`config.mk`:
```
export PLATFORM = sky130hd
export DESIGN_NAME = switch_scan_ctrl_flat
export DESIGN_NICKNAME = d
export VERILOG_FILES = /design/src/rtl/switch_scan_ctrl_if.sv /design/src/rtl/switch_scan_ctrl.sv /design/src/flat_wrapper.sv
export SDC_FILE = /design/constraint.sdc
export NUM_CORES = 1
export LEC_CHECK = 0
export BUFFER_PORTS_ARGS = -buffer_cell sky130_fd_sc_hd__clkbuf_2
export CAP_MARGIN = 40
export CORE_AREA = 2 2 71 73
export CTS_CLUSTER_DIAMETER = 100
export CTS_CLUSTER_SIZE = 10
export DETAILED_ROUTE_END_ITERATION = 10
export DIE_AREA = 0 0 73 75
export REMOVE_ABC_BUFFERS = 1
export SLEW_MARGIN = 0
export SYNTH_ARGS = -nofsm -noshare
export SYNTH_HDL_FRONTEND = slang
export SYNTH_SLANG_ARGS = --single-unit
```
`constraint.sdc`:
```
create_clock -name clk -period 2.02 [get_ports clk]
set_input_delay 0.303 -clock clk [delete_from_list [all_inputs] [get_ports clk]]
set_output_delay 0.303 -clock clk [all_outputs]
set_load 0.1 [all_outputs]
```
`src/rtl/switch_scan_ctrl_if.sv`:
```
// Event handshake between the switch scan controller and the CPU input port.
interface switch_scan_ctrl_if #(
   parameter int N = 4
);
   localparam int CW = (N > 1) ? $clog2(N) : 1;

   logic          evValid;
   logic [CW-1:0] evChan;
   logic          evLevel;
   logic          evReady;

   modport master (output evValid, output evChan, output evLevel, input evReady);
   modport slave  (input evValid, input evChan, input evLevel, output evReady);
endinterface

```
`src/rtl/switch_scan_ctrl.sv`:
```
// Round-robin debouncer: N synchronised switches share one debounce counter; commits are reported as events.
// Build option DEBOUNCE_PRESS_ONLY_EN: falling commits update state silently, only rising commits raise events.
module switch_scan_ctrl #(
   parameter int N    = 4,
   parameter int SIZE = 4
) (
   input  logic         clk,
   input  logic         Reset,
   input  logic [N-1:0] in,
   output logic [N-1:0] state,
   switch_scan_ctrl_if.master ev
);
   localparam int CW = (N > 1) ? $clog2(N) : 1;

   typedef enum logic [1:0] {SCAN, CHECK, REPORT} st_e;

   st_e             st_q, st_d;
   logic [N-1:0]    s1_q, syn_q;
   logic [N-1:0]    state_q, state_d;
   logic [CW-1:0]   ptr_q, ptr_d, ptr_nxt;
   logic [SIZE-1:0] cnt_q, cnt_d;
   logic            vld_q, vld_d;
   logic [CW-1:0]   chan_q, chan_d;
   logic            lvl_q, lvl_d;
   logic            mism;

   always_ff @(posedge clk or posedge Reset) begin
      if (Reset) begin
         s1_q  <= '0;
         syn_q <= '0;
      end else begin
         s1_q  <= in;
         syn_q <= s1_q;
      end
   end

   assign ptr_nxt = (ptr_q == CW'(N-1)) ? '0 : ptr_q + 1'b1;
   assign mism    = syn_q[ptr_q] != state_q[ptr_q];

   always_ff @(posedge clk or posedge Reset) begin
      if (Reset) begin
         st_q    <= SCAN;
         state_q <= '0;
         ptr_q   <= '0;
         cnt_q   <= '0;
         vld_q   <= 1'b0;
         chan_q  <= '0;
         lvl_q   <= 1'b0;
      end else begin
         st_q    <= st_d;
         state_q <= state_d;
         ptr_q   <= ptr_d;
         cnt_q   <= cnt_d;
         vld_q   <= vld_d;
         chan_q  <= chan_d;
         lvl_q   <= lvl_d;
      end
   end

   always_comb begin
      st_d    = st_q;
      state_d = state_q;
      ptr_d   = ptr_q;
      cnt_d   = cnt_q;
      vld_d   = vld_q;
      chan_d  = chan_q;
      lvl_d   = lvl_q;
      case (st_q)
         SCAN: begin
            if (mism) begin
               cnt_d = '0;
               st_d  = CHECK;
            end else begin
               ptr_d = ptr_nxt;
            end
         end
         CHECK: begin
            if (!mism) begin
               // bounced back before the counter saturated: drop it
               cnt_d = '0;
               ptr_d = ptr_nxt;
               st_d  = SCAN;
            end else if (cnt_q != '1) begin
               cnt_d = cnt_q + 1'b1;
            end else begin
               state_d[ptr_q] = ~state_q[ptr_q];
               cnt_d          = '0;
`ifdef DEBOUNCE_PRESS_ONLY_EN
               if (state_q[ptr_q]) begin
                  ptr_d = ptr_nxt;
                  st_d  = SCAN;
               end else
`endif
               begin
                  vld_d  = 1'b1;
                  chan_d = ptr_q;
                  lvl_d  = ~state_q[ptr_q];
                  st_d   = REPORT;
               end
            end
         end
         REPORT: begin
            if (vld_q && ev.evReady) begin
               vld_d = 1'b0;
               ptr_d = ptr_nxt;
               st_d  = SCAN;
            end
         end
         default: st_d = SCAN;
      endcase
   end

   assign state      = state_q;
   assign ev.evValid = vld_q;
   assign ev.evChan  = chan_q;
   assign ev.evLevel = lvl_q;
endmodule
```
`src/flat_wrapper.sv`:
```
// flat-port wrapper written by rule: the top's interface ports become plain ports
module switch_scan_ctrl_flat 
#(
   parameter int N    = 4,
   parameter int SIZE = 4
)
  (clk, Reset, in, state, ev_evValid, ev_evChan, ev_evLevel, ev_evReady);
  switch_scan_ctrl_if #(.N(N)) ev_i ();
  input  logic clk;
  input  logic Reset;
  input  logic [N-1:0] in;
  output logic [N-1:0] state;
  output wire logic [$bits(ev_i.evValid)-1:0] ev_evValid;
  output wire logic [$bits(ev_i.evChan)-1:0] ev_evChan;
  output wire logic [$bits(ev_i.evLevel)-1:0] ev_evLevel;
  input wire logic [$bits(ev_i.evReady)-1:0] ev_evReady;
  assign ev_evValid = ev_i.evValid;
  assign ev_evChan = ev_i.evChan;
  assign ev_evLevel = ev_i.evLevel;
  assign ev_i.evReady = ev_evReady;
  switch_scan_ctrl #(.N(N), .SIZE(SIZE)) u_core (.clk(clk), .Reset(Reset), .in(in), .state(state), .ev(ev_i));
endmodule
```
==> results of run 1 <==
## per-stage QoR
step	utilization [%]	area, um2	hold slack (ns)
2_1_floorplan	-	1100	0.318
3_5_place_dp	26.8	1250	0.337
3_3_place_gp	26.8	1250	0.337
5_1_grt	27.7	1290	0.104
4_1_cts	27.7	1290	0.0648
6_report	27.7	1290	0.0511
## state kept, by name (all words and copies together), names as in the netlist
register,flops
u_core.state,4
u_core.cnt_q,4
u_core.ev.evChan,2
u_core.st_q,2
u_core.ev.evValid,1
u_core.ev.evLevel,1
u_core.syn_q,4
u_core.s1_q,4
u_core.ptr_q,2
## tightest hold or removal path: cells and delay by family
kind	cells	cell delay [ns]
buffers and inverters	3	0.40
## cells in the final DEF (no fill, tap or decap), drive strengths merged, types with 3 or more instances in the layout
cell type,n
a22o,3
clkbuf,17
dfrtp,24
ha,5
inv,5
mux2,10
nand2,5
nand3,7
nor2,7
o21ai,5
xnor2,4
## metal layers
layer,track usage (%),part of all wire [%],up-vias
li1,-,-,340
met5,0,0,-
met3,2.14,3.4,3
met2,12.9,49,17
met1,8.75,47,349
met4,2.88,0.88,0
## power groups by stage
stage	combinational, mW	clock, mW	sequential, mW
global placement	0.415	0	0.626
CTS	0.431	0.283	0.624
floorplan	0.338	0	0.627
global route	0.472	0.301	0.636
detailed placement	0.423	0	0.633
finish	0.425	0.272	0.625
## kinds of logic (layout without fill, tap and decap cells)
logic type      Yosys count  count (layout)
compound gates           13              13
xor+xnor                  4               4
fa+ha+maj                 5               5
buf+inv                   8              23
flops                    24              24
mux                      12              12
simple gates             24              24
## path summary, 6_finish.rpt
kind / startpoint / to
max in group asynchronous: Reset / u_core.state[1]
setup / recovery: u_core.ptr_q[1] / u_core.ev.evLevel
min in group clk: in[0] / u_core.s1_q[0]
hold reg to reg: u_core.s1_q[3] / u_core.syn_q[3]
setup reg to reg: u_core.ptr_q[1] / u_core.ev.evLevel
hold / removal: Reset / u_core.cnt_q[2]
## final cells by class
| type | count | area [um2] |
|---|---|---|
| Fill cell | 478 | 3370 |
| Sequential cell | 24 | 601 |
| Multi-Input combinational cell | 58 | 484 |
| Timing Repair Buffer | 15 | 77.6 |
| Tap cell | 54 | 67.6 |
| Clock buffer | 3 | 41.3 |
| Inverter | 5 | 18.8 |
==> impl_metrics.json, run 1 <==
{
  "status": "completed",
  "insertion_delay_ns": 0.26,
  "synth_top_area_share_pct": 53.3,
  "num_rows": 25,
  "ys_ff_latch": 24,
  "fin_skew_ns": 0.00375,
  "power_frac_comb_pct": 32.2,
  "synth_top_family_by_area": "multiplexers",
  "antenna_found_initial": 0,
  "drive_above_1_share_pct": 30.5,
  "yosys.area.top_type": "dfrtp_1",
  "synth_flop_cell": "dfrtp_1",
  "min_period_over_period_pct": 94.4,
  "drt_pass1_iterations": 4,
  "numClockSinks": 24,
  "syn_avg_cell_area_um2": 12.5,
  "grt_overflow_total": 0,
  "clkPwrFrac_pct": 20.6,
  "nNetsFinal": 119,
  "power_switching_share_pct": 33.3,
  "p_leak_nw": 0.649,
  "yosys_warnings": 0,
  "grt_max_degree": 25,
  "via_count": 709,
  "yosysMostFrequentCell": "dfrtp_1",
  "grt_pass1_vias": 786,
  "post-route-min-period_ns": 1.91,
  "synth_compound_area_share_pct": 8.56,
  "synthAdderAreaFrac_pct": 5.56,
  "hold_path_class": "in2async",
  "rsz0062_at_grt": "false",
  "numCtsBuffers": 3,
  "synth-edff-count": 0,
  "synthArstFlopShare_pct": 100,
  "cts_root_buf": "clkbuf_8",
  "cts_post_setup_buffers_inserted": 0,
  "io_pins": 15,
  "cts_tree": "yes",
  "wl_per_cell_um": 12.1,
  "yosys.area_share.simple_pct": 11.2,
  "start_util_pct": 24.2,
  "cp.required_ns": 2.17,
  "crit_type": "reg2reg",
  "viasPerCell": 4.46,
  "setup_viol": 0,
  "ir_worst_vdd_mv": 0.377,
  "critPathLaunchType": "flip-flop",
  "total_power_mw": 1.32,
  "reg2reg_slack_ns": 0.11,
  "end_kind": "flip-flop",
  "area_delta_synth_final_pct": 14.6,
  "place_congestion": 0.733,
  "routed_wl_mm": 1.93,
  "synth_cells": 90,
  "layout.cells.non_filler": 159,
  "dp_hpwl_mm": 1.41,
  "crit_fanout": 10,
  "cp.depth": 4,
  "timing.final.max_slew_violations": 0,
  "power.internal_mw": 0.882,
  "finalHoldViolations": 0,
  "ys_types": 26,
  "synth_mux_area_share_pct": 14.6,
  "crit_path_cell_trace": "inv_1 > mux4_2 > nand3b_4 > mux2_4",
  "slew_headroom_pct": 63.6,
  "port_buffers": 14,
  "fp.dieArea_um2": 5480,
  "max_stage_delay_ns": 0.64,
  "n_antenna_cell": 0,
  "htree_levels": 1,
  "setup_tns_ns": 0,
  "placed_cells": 156,
  "cp_slowest_cell": "mux4_2",
  "yosys-top-cells-count": "dfrtp_1 (24), nand3_1 (7), nor2_1 (7)",
  "grt_usage_pct": 7.45,
  "worstPathArrival_ns": 2.06,
  "seqPwrFrac_pct": 47.3,
  "synth_area_leaders": "dfrtp_1 (53%), mux2_4 (6.7%), ha_1 (5.6%)",
  "drcViolationCount": 0,
  "switchingPower_mw": 0.440,
  "layout_setup_ws_ns": 0.112,
  "grt_pass1_wl_mm": 3.19,
  "drt_iter0_markers": 12,
  "worstMarginPinSlew_ns": 0.548,
  "ant_nets": 0,
  "netlist_area_um2": 1130,
  "path_clk_slew_ns": 0.08,
  "synth-seq-area-share_pct": 53.3,
  "cpLargestDelayFamily": "multiplexers",
  "reg2reg_depth": 4,
  "chipWidth_um": 73,
  "ctsHoldBuffers": 0,
  "power-per-cell-area_nw_per_um2": 1020,
  "fmax_ghz": 0.524,
  "clock_path_buffers": 2,
  "cp.buffers_inverters": 1,
  "synth_xor_area_share_pct": 3.11,
  "maxCapViolCount": 0,
  "core_area_um2": 4660,
  "die_h_um": 75,
  "cts_resized": 0,
  "dp_slack_ns": 0.134
}
Power figures use the tool's default switching activity.
==> inputs of run 2 (changes only) <==
Settings changed: CORE_AREA 2 2 71 73 to 2 2 49 51, DIE_AREA 0 0 73 75 to 0 0 51 53, PLACE_DENSITY set to 0.73.
==> run 2 against run 1 <==
- critical endpoint unchanged
- critical path type unchanged
- sequential power down 1%
- critical path depth unchanged
- design area down 0.87%
- worst setup slack worse by 0.0098 ns
- largest power group unchanged
- power up 5.0%
- via count down 2.3%
==> impl_metrics.json, run 2 (same netlist as run 1, synthesis figures left out) <==
{
  "cp.required_ns": 2.23,
  "cts_tree": "yes",
  "clock_path_buffers": 2,
  "path_clk_slew_ns": 0.13,
  "p_leak_nw": 0.660,
  "cpLargestDelayFamily": "multiplexers",
  "n_fill_cell": 168,
  "cp_slowest_cell": "mux4_2",
  "chipWidth_um": 51,
  "fp.dieArea_um2": 2700,
  "drt_iter0_markers": 15,
  "crit_fanout": 10,
  "post-route-min-period_ns": 1.92,
  "worstPathArrival_ns": 2.13,
  "drcViolationCount": 0,
  "timing.final.max_slew_violations": 0,
  "drt_pass1_iterations": 4,
  "ir_worst_vdd_mv": 0.589,
  "power.internal_mw": 0.951,
  "start_util_pct": 52.4,
  "rsz0062_at_grt": "false",
  "crit_path_cell_trace": "inv_1 > mux4_2 > nand3b_4 > mux2_4",
  "power_frac_comb_pct": 30.7,
  "finalHoldViolations": 0,
  "place_congestion": 0.791,
  "nNetsFinal": 120,
  "ant_nets": 0,
  "slew_headroom_pct": 63.1,
  "status": "completed",
  "num_rows": 17,
  "die_h_um": 53,
  "grt_pass1_vias": 663,
  "maxCapViolCount": 0,
  "core_area_um2": 2150,
  "drive_above_1_share_pct": 30.8,
  "wl_per_cell_um": 12.6,
  "multiInputGateArea_um2": 484,
  "final_common_cell": "dfrtp_1",
  "port_buffers": 14,
  "fmax_ghz": 0.522,
  "worst_r2r_endpoint": "u_core.ev.evLevel",
  "mostFrequentLayoutCells": "dfrtp_1 (24), clkbuf_2 (14), nand3_1 (7), nor2_1 (7)",
  "worstMarginPinSlew_ns": 0.547,
  "design_area_um2": 1280,
  "grt_overflow_total": 0,
  "htree_levels": 1,
  "min_period_over_period_pct": 94.9,
  "cts_post_setup_buffers_inserted": 0,
  "numClockSinks": 24,
  "route.met3.wl_um": 60,
  "reg2reg_slack_ns": 0.10,
  "power_switching_share_pct": 31.5,
  "crit_type": "reg2reg",
  "reg2reg_depth": 4,
  "numCtsBuffers": 3,
  "top_layer_used": "met4",
  "seq_area_um2": 601,
  "antenna_found_initial": 0,
  "area_delta_synth_final_pct": 13.6,
  "critPathLaunchType": "flip-flop",
  "end_kind": "flip-flop",
  "m1WireLength_um": 801,
  "switchingPower_mw": 0.436,
  "hold_depth": 1,
  "cts_resized": 0,
  "routed_wl_mm": 1.70,
  "io_pins": 15,
  "power-per-cell-area_nw_per_um2": 1080,
  "via_count": 693,
  "setup_viol": 0,
  "cp.buffers_inverters": 1,
  "max_stage_delay_ns": 0.64,
  "grt_usage_pct": 15.6,
  "setup_tns_ns": 0,
  "clkPwrFrac_pct": 24.6,
  "insertion_delay_ns": 0.31,
  "n_antenna_cell": 0,
  "reg2reg_from": "u_core.ptr_q[1]",
  "viasPerCell": 5.13,
  "seqPwrFrac_pct": 44.6,
  "cts_root_buf": "clkbuf_4",
  "routed-wl-met2_um": 801,
  "grt_pass1_wl_mm": 3.01,
  "placed_area_um2": 1220,
  "grt_max_degree": 25,
  "holdPathEnd": "u_core.s1_q[3]",
  "dp_hpwl_mm": 1.28,
  "fin_skew_ns": 0.000768,
  "hold_path_class": "in2reg",
  "min_from": "in[3]"
}
run 2: changes by cell type in the layout (fill, tap and decap cells not counted):
cell           previous run  this run
clkbuf_4                  0         3
clkbuf_8                  3         0
dlygate4sd3_1             0         1
bufinv_16                 0         1
run 2: repair_timing:
item / in CTS / in global routing
endpoints found under the hold margin: 24 / 0
setup endpoints to repair: 0 / 0
hold buffers: 1 / 0
run 2: stage by stage:
| stage | util, % | total power [mW] | setup slack [ns] | instances | hold WS [ns] |
|---|---|---|---|---|---|
| 6_report | 59.5 | 1.39 | 0.103 | 135 | 0.0841 |
| 5_1_grt | 59.5 | 1.48 | 0.00916 | 135 | 0.0653 |
| 4_1_cts | 59.5 | 1.40 | 0.101 | 135 | 0.0746 |
| 3_5_place_dp | 56.6 | 1.05 | 0.122 | 130 | 0.335 |
| 3_3_place_gp | 56.6 | 1.04 | 0.182 | 130 | 0.333 |
| 2_1_floorplan | - | 0.965 | -0.292 | 87 | 0.318 |
run 2: layout make-up:
cell class / count / area share (%)
inverters: 5 / 1.47
clock inverters: 1 / 2.35
well taps: 28 / 2.74
flip-flops and latches: 24 / 47.0
repair buffers: 16 / 6.85
clock buffers: 3 / 1.76
multi-input cells: 58 / 37.9
run 2: worst max-delay path by stage:
stage	start	to	slack, ns	cells after the start
floorplan	u_core.state[0]	u_core.ev.evChan[0]	-0.29	4
global placement	u_core.ptr_q[1]	u_core.ev.evLevel	0.18	4
detailed placement	u_core.ptr_q[1]	u_core.ev.evLevel	0.12	4
CTS	u_core.ptr_q[1]	u_core.ev.evLevel	0.10	4
global route	u_core.ptr_q[1]	u_core.ev.evChan[0]	0.009	4
finish	u_core.ptr_q[1]	u_core.ev.evLevel	0.10	4
run 2: layer usage:
layer | up-vias | GRT usage, %
li1 | 341 | -
met1 | 331 | 19.6
met2 | 17 | 24.7
met3 | 4 | 3.39
met4 | 0 | 9.46
met5 | - | 0
run 2: power groups by stage:
stage,Combinational [mW],Clock (mW),Sequential (mW)
global placement,0.412,0,0.625
global route,0.479,0.366,0.630
floorplan,0.338,0,0.627
finish,0.426,0.341,0.619
CTS,0.430,0.353,0.619
detailed placement,0.425,0,0.628
==> inputs of run 3 (changes only) <==
Settings changed: CORE_AREA 2 2 49 51 to 2 2 47 49, DIE_AREA 0 0 51 53 to 0 0 49 51, PLACE_DENSITY 0.73 to 0.79.
Clock period 2.02 ns to 2.3 ns, I/O delays scaled along.
==> run 3 against run 2 <==
- global-route usage increased by 1.2 points
- die area decreased by 7.5%
- clock power decreased by 35%
- register-to-register slack improved by 0.29 ns
- fmax increased by 0.31%
- combinational power decreased by 12%
- sequential cell count unchanged
- critical path depth unchanged
- sequential power decreased by 12%
- design area decreased by 1.5%
==> impl_metrics.json, run 3 (same netlist as run 1, synthesis figures left out) <==
{
  "status": "completed",
  "core_area_um2": 2060,
  "cp.required_ns": 2.52,
  "mostFrequentLayoutCells": "dfrtp_1 (24), clkbuf_2 (14), nand3_1 (7), nor2_1 (7)",
  "n_fill_cell": 178,
  "grt_usage_pct": 16.9,
  "placed_area_um2": 1220,
  "post-route-min-period_ns": 1.91,
  "io_pins": 15,
  "setup_tns_ns": 0,
  "final_common_cell": "dfrtp_1",
  "start_util_pct": 54.6,
  "layout.cells.non_filler": 134,
  "hold_path_class": "in2async",
  "numClockSinks": 24,
  "cts_post_setup_buffers_inserted": 0,
  "reg2reg_depth": 4,
  "place_congestion": 0.753,
  "timing.final.max_slew_violations": 0,
  "cts_root_buf": "clkbuf_4",
  "rsz0062_at_grt": "false",
  "min_period_over_period_pct": 83.1,
  "path_clk_slew_ns": 0.13,
  "drt_pass1_iterations": 3,
  "grt_pass1_wl_mm": 3.06,
  "slew_headroom_pct": 63.6,
  "fin_skew_ns": 0.00219,
  "ctsHoldBuffers": 0,
  "drive_above_1_share_pct": 31.1,
  "area_delta_synth_final_pct": 11.9,
  "crit_type": "reg2reg",
  "placed_cells": 130,
  "setup_viol": 0,
  "htree_levels": 1,
  "die_h_um": 51,
  "maxCapViolCount": 0,
  "worstMarginPinSlew_ns": 0.540,
  "reg2reg_from": "u_core.ptr_q[1]",
  "cts_resized": 0,
  "fmax_ghz": 0.523,
  "dp_hpwl_mm": 1.32,
  "design_area_um2": 1260,
  "num_rows": 17,
  "antenna_found_initial": 0,
  "grt_pass1_vias": 708,
  "reg2reg_slack_ns": 0.39,
  "chipWidth_um": 49,
  "power-per-cell-area_nw_per_um2": 905,
  "startpoint": "u_core.ptr_q[1]",
  "ir_worst_vdd_mv": 0.515,
  "n_antenna_cell": 0,
  "drt_iter0_markers": 5,
  "viasPerCell": 5.11,
  "port_buffers": 14,
  "numCtsBuffers": 3,
  "crit_fanout": 10,
  "fp.dieArea_um2": 2500,
  "nNetsFinal": 119,
  "finalHoldViolations": 0,
  "grt_max_degree": 14,
  "cts_tree": "yes",
  "via_count": 685,
  "insertion_delay_ns": 0.31,
  "p_leak_nw": 0.651,
  "clock_path_buffers": 2,
  "worstPathArrival_ns": 2.13,
  "worst_r2r_endpoint": "u_core.ev.evLevel",
  "routed_wl_mm": 1.69,
  "ant_nets": 0,
  "drcViolationCount": 0,
  "grt_overflow_total": 0,
  "critPathLaunchType": "flip-flop",
  "end_kind": "flip-flop",
  "wl_per_cell_um": 12.6
}
## run 3: cell type report
cell class / instances / area (um2) / share of cell area (%)
inverters: 5 / 18.8 / 1.49
flip-flops and latches: 24 / 601 / 47.7
multi-input cells: 58 / 484 / 38.4
repair buffers: 15 / 85.1 / 6.75
well taps: 28 / 35.0 / 2.78
clock buffers: 4 / 36.3 / 2.88
## run 3: metal layers
layer  wire, um  track usage (%)  share of wire, %  vias up
met5          0                0                 0        -
met4         49             11.4               2.9        0
met3         52             3.51               3.1        5
met2        834             27.2                49       13
met1        749             20.5                44      324
li1           -                -                 -      343
## run 3: metrics by stage
step                total power [mW]  hold slack (ns)  utilization (%)  setup WS, ns
floorplan                      0.847            0.331                -       -0.0124
global placement               0.910            0.332             58.6         0.463
detailed placement             0.923            0.340             59.3         0.393
CTS                             1.15           0.0200             61.1         0.377
global route                    1.21           0.0469             61.1         0.299
finish                          1.14          0.00595             61.1         0.388
## run 3: power breakdown
part,leakage (nW),switching [mW],internal [mW]
clock,0.0210,0.124,0.0968
combinational,0.323,0.193,0.182
sequential,0.308,0.0679,0.476
total,0.651,0.385,0.755
## run 3: worst max-delay path, stage by stage (launching register included)
cell and delay (ns):
dfrtp_1 0.45, inv_1 0.16, mux4_2 0.64, nand3b_4 0.24
mux2_4 0.32
## run 3: worst max path at each step
stage	endpoint	slack [ns]	cells after the start
2_1_floorplan	u_core.ev.evChan[0]	-0.01	4
3_3_place_gp	u_core.ev.evChan[0]	0.46	4
3_5_place_dp	u_core.ev.evLevel	0.39	4
4_1_cts	u_core.ev.evLevel	0.38	4
5_1_grt	u_core.ev.evLevel	0.30	4
6_report	u_core.ev.evLevel	0.39	4
